### config.mk
export PLATFORM = sky130hd
export DESIGN_NAME = mul_div_unit
export DESIGN_NICKNAME = d
export VERILOG_FILES = /design/src/rtl/mul_div_unit.sv
export SDC_FILE = /design/constraint.sdc
export NUM_CORES = 1
export LEC_CHECK = 0
export CAP_MARGIN = 20
export CELL_PAD_IN_SITES_DETAIL_PLACEMENT = 0
export CELL_PAD_IN_SITES_GLOBAL_PLACEMENT = 1
export CORE_ASPECT_RATIO = 1.75
export CORE_MARGIN = 4
export CORE_UTILIZATION = 43
export CTS_BUF_LIST = sky130_fd_sc_hd__clkbuf_8 sky130_fd_sc_hd__clkbuf_16
export DETAILED_ROUTE_END_ITERATION = 8
export PLACE_DENSITY_LB_ADDON = 0.1
export SLEW_MARGIN = 20
export SYNTH_ARGS = -nofsm -noshare
export SYNTH_HDL_FRONTEND = slang
export SYNTH_SLANG_ARGS = --single-unit
### constraint.sdc
create_clock -name clk -period 9.75 [get_ports clk]
set_clock_uncertainty 0.2 [all_clocks]
set_input_delay 0.975 -clock clk [delete_from_list [all_inputs] [get_ports clk]]
set_output_delay 0.975 -clock clk [all_outputs]
set_load 0.1 [all_outputs]
### src/rtl/mul_div_unit.sv
// -----------------------------------------------------------------------------
// mul_div_unit
//   Multi-cycle RV32M multiply/divide unit, used beside the single-cycle ALU in
//   EX. Handles MUL/MULH/MULHSU/MULHU/DIV/DIVU/REM/REMU.
//   The multiplier is radix-2 shift-add and the divider is radix-2 restoring.
//   Each retires one bit per cycle, working on operand magnitudes. The sign is
//   applied once the iterations are finished.
//
// Ports
//   clk     in   1     rising-edge clock
//   rst     in   1     synchronous active-high reset
//   start   in   1     request, sampled only in IDLE outside the done cycle
//   flush   in   1     kills the in-flight operation
//   op      in   3     funct3 (000 MUL .. 111 REMU)
//   a       in   XLEN  rs1: dividend / multiplicand
//   b       in   XLEN  rs2: divisor / multiplier
//   busy    out  1     high from the accept edge to the edge that raises done
//   done    out  1     one-cycle pulse, result valid in the same cycle
//   result  out  XLEN  final value, held until the next completion or reset
//
// Timing
//   Normal operation takes XLEN+2 edges from accept to done:
//     - XLEN CALC edges.
//     - Two FIX edges: the sign correction, then the hi/lo select.
//   Fast paths take 1 edge. These are divide by zero and signed overflow. Their
//   answer is preloaded into the product register. The FSM enters FIX directly
//   at the select step.
// -----------------------------------------------------------------------------
module mul_div_unit #(
    parameter int XLEN = 32
) (
    input  logic            clk,
    input  logic            rst,
    input  logic            start,
    input  logic            flush,
    input  logic [2:0]      op,
    input  logic [XLEN-1:0] a,
    input  logic [XLEN-1:0] b,
    output logic            busy,
    output logic            done,
    output logic [XLEN-1:0] result
);

    localparam int CW = $clog2(XLEN) + 1;

    typedef enum logic [1:0] {
        IDLE = 2'd0,
        CALC = 2'd1,
        FIX  = 2'd2
    } state_t;

    state_t state, state_next;

    logic [2:0]        op_q;
    logic [XLEN-1:0]   opnd_q;      // multiplicand or divisor magnitude
    logic [2*XLEN-1:0] prod_q;      // {hi, lo}: product, or {remainder, quotient}
    logic [CW-1:0]     cnt_q;
    logic              neg_q_q;     // sign of product / quotient
    logic              neg_r_q;     // sign of remainder (follows dividend)
    logic              fix_final_q; // FIX second step: select and publish
    logic              done_q;
    logic [XLEN-1:0]   result_q;

    // ------------------------------------------------------------------
    // Operand decode at accept
    // ------------------------------------------------------------------
    logic            a_signed, b_signed, neg_a, neg_b;
    logic [XLEN-1:0] a_mag, b_mag;
    logic            div_by_zero, div_ovf, fast, accept;

    always_comb begin
        // MUL/MULH/MULHSU/DIV/REM treat rs1 as signed.
        // MUL/MULH/DIV/REM treat rs2 as signed.
        a_signed    = op[2] ? ~op[0] : (op[1:0] != 2'b11);
        b_signed    = op[2] ? ~op[0] : ~op[1];
        neg_a       = a_signed & a[XLEN-1];
        neg_b       = b_signed & b[XLEN-1];
        a_mag       = neg_a ? -a : a;
        b_mag       = neg_b ? -b : b;
        div_by_zero = op[2] & (b == '0);
        div_ovf     = op[2] & ~op[0] & (a == {1'b1, {(XLEN-1){1'b0}}}) & (b == '1);
        fast        = div_by_zero | div_ovf;
        // A start that is present during the done cycle is deliberately not
        // taken. The requester keeps start asserted, so it is accepted one
        // cycle later.
        accept      = (state == IDLE) & start & ~flush & ~done_q;
    end

    // ------------------------------------------------------------------
    // One iteration step of each algorithm
    // ------------------------------------------------------------------
    logic [XLEN-1:0]   hi, lo;
    logic [XLEN:0]     mul_sum;
    logic [XLEN:0]     div_shift, div_trial;
    logic              div_ge;
    logic [2*XLEN-1:0] mul_step, div_step, fixed_prod;
    logic              sel_hi;

    always_comb begin
        hi = prod_q[2*XLEN-1:XLEN];
        lo = prod_q[XLEN-1:0];

        // Shift-add: add the multiplicand into hi when the current multiplier
        // bit is set. Then shift the whole {carry, hi, lo} right by one.
        mul_sum  = {1'b0, hi} + {1'b0, (lo[0] ? opnd_q : {XLEN{1'b0}})};
        mul_step = {mul_sum, lo[XLEN-1:1]};

        // Restoring divide: shift the next dividend bit into the partial
        // remainder. Then subtract the divisor if the result stays non-negative.
        div_shift = {hi, lo[XLEN-1]};
        div_ge    = (div_shift >= {1'b0, opnd_q});
        div_trial = div_shift - {1'b0, opnd_q};
        div_step  = div_ge ? {div_trial[XLEN-1:0], lo[XLEN-2:0], 1'b1}
                           : {div_shift[XLEN-1:0], lo[XLEN-2:0], 1'b0};

        // A multiply sign fix must negate the full double-width product.
        // Otherwise MULH loses the borrow out of the low half.
        // The quotient and the remainder are negated independently.
        if (!op_q[2]) begin
            fixed_prod = neg_q_q ? -prod_q : prod_q;
        end else begin
            fixed_prod = {(neg_r_q ? -hi : hi), (neg_q_q ? -lo : lo)};
        end

        // MUL and DIV/DIVU take the low half. Everything else takes the high half.
        sel_hi = op_q[2] ? op_q[1] : (op_q[1:0] != 2'b00);
    end

    // ------------------------------------------------------------------
    // FSM: state register
    // ------------------------------------------------------------------
    always_ff @(posedge clk) begin
        if (rst) begin
            state <= IDLE;
        end else begin
            state <= state_next;
        end
    end

    // ------------------------------------------------------------------
    // FSM: next-state logic
    // ------------------------------------------------------------------
    always_comb begin
        // NOTE: assigning a default before the case keeps every path driven, so
        // no latch is inferred.
        state_next = state;
        unique case (state)
            IDLE:    if (accept) state_next = fast ? FIX : CALC;
            CALC:    if (cnt_q == CW'(1)) state_next = FIX;
            FIX:     if (fix_final_q) state_next = IDLE;
            default: state_next = IDLE;
        endcase
        if (flush && (state != IDLE)) state_next = IDLE;
    end

    // ------------------------------------------------------------------
    // FSM: outputs
    // ------------------------------------------------------------------
    always_comb begin
        busy   = (state != IDLE);
        done   = done_q;
        result = result_q;
    end

    // ------------------------------------------------------------------
    // Datapath registers
    // ------------------------------------------------------------------
    always_ff @(posedge clk) begin
        // NOTE: sequential state uses non-blocking assignments only. Every
        // register then samples the values from before the edge, whatever order
        // the statements appear in.
        if (rst) begin
            op_q        <= '0;
            opnd_q      <= '0;
            prod_q      <= '0;
            cnt_q       <= '0;
            neg_q_q     <= 1'b0;
            neg_r_q     <= 1'b0;
            fix_final_q <= 1'b0;
            done_q      <= 1'b0;
            result_q    <= '0;
        end else begin
            done_q <= 1'b0;
            if (flush && (state != IDLE)) begin
                // Abort: result keeps its previous value and done stays low.
                fix_final_q <= 1'b0;
            end else begin
                unique case (state)
                    IDLE: begin
                        if (accept) begin
                            op_q        <= op;
                            cnt_q       <= CW'(XLEN);
                            fix_final_q <= fast;
                            neg_q_q     <= fast ? 1'b0 : (neg_a ^ neg_b);
                            neg_r_q     <= fast ? 1'b0 : neg_a;
                            if (fast) begin
                                // The preload is {remainder, quotient}. The
                                // select step picks the half that op asks for.
                                prod_q <= div_by_zero ? {a, {XLEN{1'b1}}}
                                                      : {{XLEN{1'b0}}, a};
                                opnd_q <= '0;
                            end else if (op[2]) begin
                                prod_q <= {{XLEN{1'b0}}, a_mag};
                                opnd_q <= b_mag;
                            end else begin
                                prod_q <= {{XLEN{1'b0}}, b_mag};
                                opnd_q <= a_mag;
                            end
                        end
                    end
                    CALC: begin
                        prod_q <= op_q[2] ? div_step : mul_step;
                        cnt_q  <= cnt_q - CW'(1);
                    end
                    FIX: begin
                        if (!fix_final_q) begin
                            prod_q      <= fixed_prod;
                            fix_final_q <= 1'b1;
                        end else begin
                            result_q    <= sel_hi ? hi : lo;
                            done_q      <= 1'b1;
                            fix_final_q <= 1'b0;
                        end
                    end
                    default: ;
                endcase
            end
        end
    end

endmodule

==> flow_summary.yaml <==
clock_tree:
  post_cts_hold_buffer_count: 0
  cts_max_level: 4
  cts.repair_timing.setup_buffer_count: 0
  post_cts_resize_count: 0
  tritoncts: "built"
  cts_root_buf: "clkbuf_16"
  clock_tree.buffer_depth: 2
  later_pin_clock_latency_in_the_skew_report_ns: 0.45
  tritoncts_num_sinks: 143
  clkSlewWorstSetupHoldPaths_ns: 0.07
  cts_made_buffers: 17
sta:
  worst_pin_slew_ns: 1.06
  timing.final.crit_share_pct: 48.9
  drv_slew: 0
  max_clock_freq_ghz: 0.210
  timing.max_slew.rel_slack_pct: 28.5
  timing.final.setup_violations: 0
  report.final.hold_viol_count: 0
  final.min_clock_period_ns: 4.77
  grt_setup_unrepaired: "no"
  tns_ns: 0
power_and_ir_drop:
  power.density_cell_area_mw_per_mm2: 238
  power_switching_w: 0.00210
  vdd_ir_drop_max_mv: 0.192
  swShare_pct: 52.7
  leakagePower_nw: 6.28
  p_int_w: 0.00189
  power_frac_comb_pct: 61.0
  pwr-share-clk_pct: 18.2
  pwr-share-seq_pct: 20.8
floorplanning:
  floorplan.initialDensity_pct: 43.4
  top_level_i_o_count: 105
  design.core.area_mm2: 0.0343
  floorplan.die_area_mm2: 0.0378
  fp.dieH_um: 254
  dieWidth_um: 149
  placement_rows: 90
layout:
  design_area_mm2: 0.0168
  design.final.nets: 2291
  final_layout_size_suffix_gt1_share_pct: 5.75
  non_filler_cells_final: 2617
  areaGrowthSynthToFinish_pct: 12.5
  n_fill_cell: 3581
setup_path:
  timing.critical_path.from_type: "flop"
  path_depth: 14
  cell_family_contributing_the_most_delay_on_the_critical_path: "compound AO/OA/AOI/OAI gates"
  setup.worst_path.class: "flop to flop"
  crit_start: "prod_q[0]"
  timing.critical_path.required_ns: 9.93
  largest_driver_fanout_on_the_critical_path: 30
  crit_path_capture: "prod_q[61]"
  critical_path.n_buffers_inverters: 2
  worst_path_largest_cell_delay_ns: 0.93
  cpMostUsedCell: "a41oi_1"
  rr_startpoint: "prod_q[0]"
  timing.reg2reg.worst_path_depth: 14
  timing.reg2reg.setup_slack_ns: 4.98
  end_kind: "flop"
  worst_r2r_endpoint: "prod_q[61]"
  timing.critical_path.slowest_stage_cell: "a41oi_1"
  crit_chain: "inv_1 -> buf_4 -> nor2_1 -> ha_1 -> nand2b_1 -> a21oi_1 -> o21a_1 -> or4_1 -> a41oi_1 -> a21o_1 -> a21o_1 -> a41oi_1 -> a41oi_1 -> a2bb2oi_1"
  worstPathArrival_ns: 4.95
placement:
  dpl-instance-area_mm2: 0.0161
  dp_cells: 2584
  finalWeightedCongestion: 0.991
  dp_hpwl_mm: 52.6
  io_buffer_count: 104
synthesis:
  ys.warnings.count: 0
  synth.yosys.seq_area_share_pct: 19.2
  post_synth_instance_area_mm2: 0.0149
  post_synth_inst_count: 2150
  main_area_contributors_after_synthesis: "dfxtp_1 19%, a21oi_1 7.5%, ha_1 6.3%, nand2_1 6.0%, nor2_1 6.0%"
  postSynth.asyncResetShare_pct: 0
  syn-mean-instance-area_um2: 6.93
  synthDistinctLibCells: 92
  synthesized_net_count: 2298
  synth_largest_type_area_fraction_pct: 19.2
  synth-seq-cells: 143
  synth-main-ff-cell: "dfxtp_1"
  post-synth-top-count-cell: "nand2_1"
  post_synth_edffs: 0
  post-synth-top-area-cell: "dfxtp_1"
  synth.cells.most_frequent: "240 x nand2_1, 237 x nor2_1, 224 x a21oi_1, 147 x o21ai_0, 143 x dfxtp_1"
global_route:
  grt_start_max_net_pins: 102
  grt-ovfl-total: 0
  initial_antenna_violation_count: 1
  vias_in_the_first_global_route: 16500
  grtUsageTotal_pct: 35.2
  global_route_wire_length_before_repair_mm: 101
drt:
  drcViolationCount: 0
  postRouteWirelength_mm: 68.2
  dr.first_iter.drc_count: 1486
  routed-via-count: 17000
  drtPass1Iterations: 8
  route.antenna.remaining_nets: 0
  route.detailed.vias_per_inst: 6.49
  wl_per_cell_um: 26.1
job:
  cap_viol_max_count: 0
worst_hold_path:
  min_delay_path_depth: 2
  hold_class: "flop to flop"
outcome:
  outcome: "finished, final reports clean"
## worst reg2reg max path: cells and delay by family, from the launching register on
kind	cells	cell delay (ns)
compound gates	8	2.34
simple gates	3	0.90
buf+inv	2	0.52
flops	1	0.40
fa+ha+maj	1	0.33
## registers in the layout, indices dropped and copies added (netlist names)
register / flops
opnd_q: 32
cnt_q: 6
result: 32
neg_q_q: 1
done: 1
prod_q: 64
fix_final_q: 1
state: 2
neg_r_q: 1
op_q: 3
## routing by layer
| metal | vias up | track usage [%] | part of all wire (%) |
|---|---|---|---|
| met4 | 0 | 30.5 | 11 |
| met5 | - | 0 | 0 |
| met2 | 870 | 60.6 | 48 |
| met3 | 291 | 3.64 | 5.9 |
| met1 | 7982 | 38.4 | 36 |
| li1 | 7849 | - | - |
## power by group through the flow
stage | combinational (W) | clock, W | sequential, W
after floorplan | 0.00167 | 0 | 0.000754
after global placement | 0.00237 | 0 | 0.000834
after detailed placement | 0.00237 | 0 | 0.000836
after CTS | 0.00238 | 0.000727 | 0.000822
after global routing | 0.00260 | 0.000753 | 0.000834
final | 0.00244 | 0.000726 | 0.000831
## worst min-delay path by stage
stage | startpoint | endpoint
after floorplan | neg_r_q | neg_r_q
after global placement | opnd_q[20] | opnd_q[20]
after detailed placement | opnd_q[20] | opnd_q[20]
after CTS | opnd_q[20] | opnd_q[20]
after global routing | opnd_q[3] | opnd_q[3]
final | opnd_q[3] | opnd_q[3]
## logic make-up (layout without fill, tap and decap cells)
kind of cell    Yosys count  count (layout)  share of synthesized area [%]
buf+inv                 227             233                           5.89
fa+ha+maj                77              77                           6.56
flops                   143             143                           19.2
mux                      84              84                           5.82
compound gates          706             706                           30.0
simple gates            785             785                           25.0
xor+xnor                128             128                           7.52
other cells               0               1                              0
## layout make-up
| cell class | instances | area [µm²] | area share, % |
|---|---|---|---|
| Tap cell | 460 | 576 | 3.43 |
| Clock buffer | 19 | 453 | 2.70 |
| Multi-Input combinational cell | 1780 | 11200 | 66.8 |
| Inverter | 71 | 267 | 1.59 |
| Timing Repair Buffer | 130 | 1230 | 7.33 |
| Antenna cell | 1 | 2.50 | 0.0149 |
| Sequential cell | 143 | 2870 | 17.1 |
| Clock inverter | 13 | 176 | 1.05 |
## stage by stage
| stage | setup slack [ns] | total power, W | utilization (%) | hold slack [ns] |
|---|---|---|---|---|
| floorplan | 5.93 | 0.00242 | - | 0.232 |
| global placement | 4.68 | 0.00320 | 47.0 | 0.240 |
| detailed placement | 4.63 | 0.00320 | 47.0 | 0.246 |
| CTS | 5.09 | 0.00393 | 48.8 | 0.253 |
| global route | 4.82 | 0.00419 | 48.8 | 0.267 |
| finish | 4.98 | 0.00399 | 48.8 | 0.252 |
## placed cells by master, fill, tap and decap left out, drive strengths merged, types with 34 or more instances in the layout
cell type / count
nor2: 242
dfxtp: 143
mux2i: 63
a211oi: 70
o21ai: 167
inv: 77
o31ai: 34
nand3: 51
nor3: 67
xnor2: 76
xor2: 52
ha: 75
nand2: 240
a21oi: 224
clkdlybuf4s50: 102
Note: power is estimated with default switching activity, not from simulation.
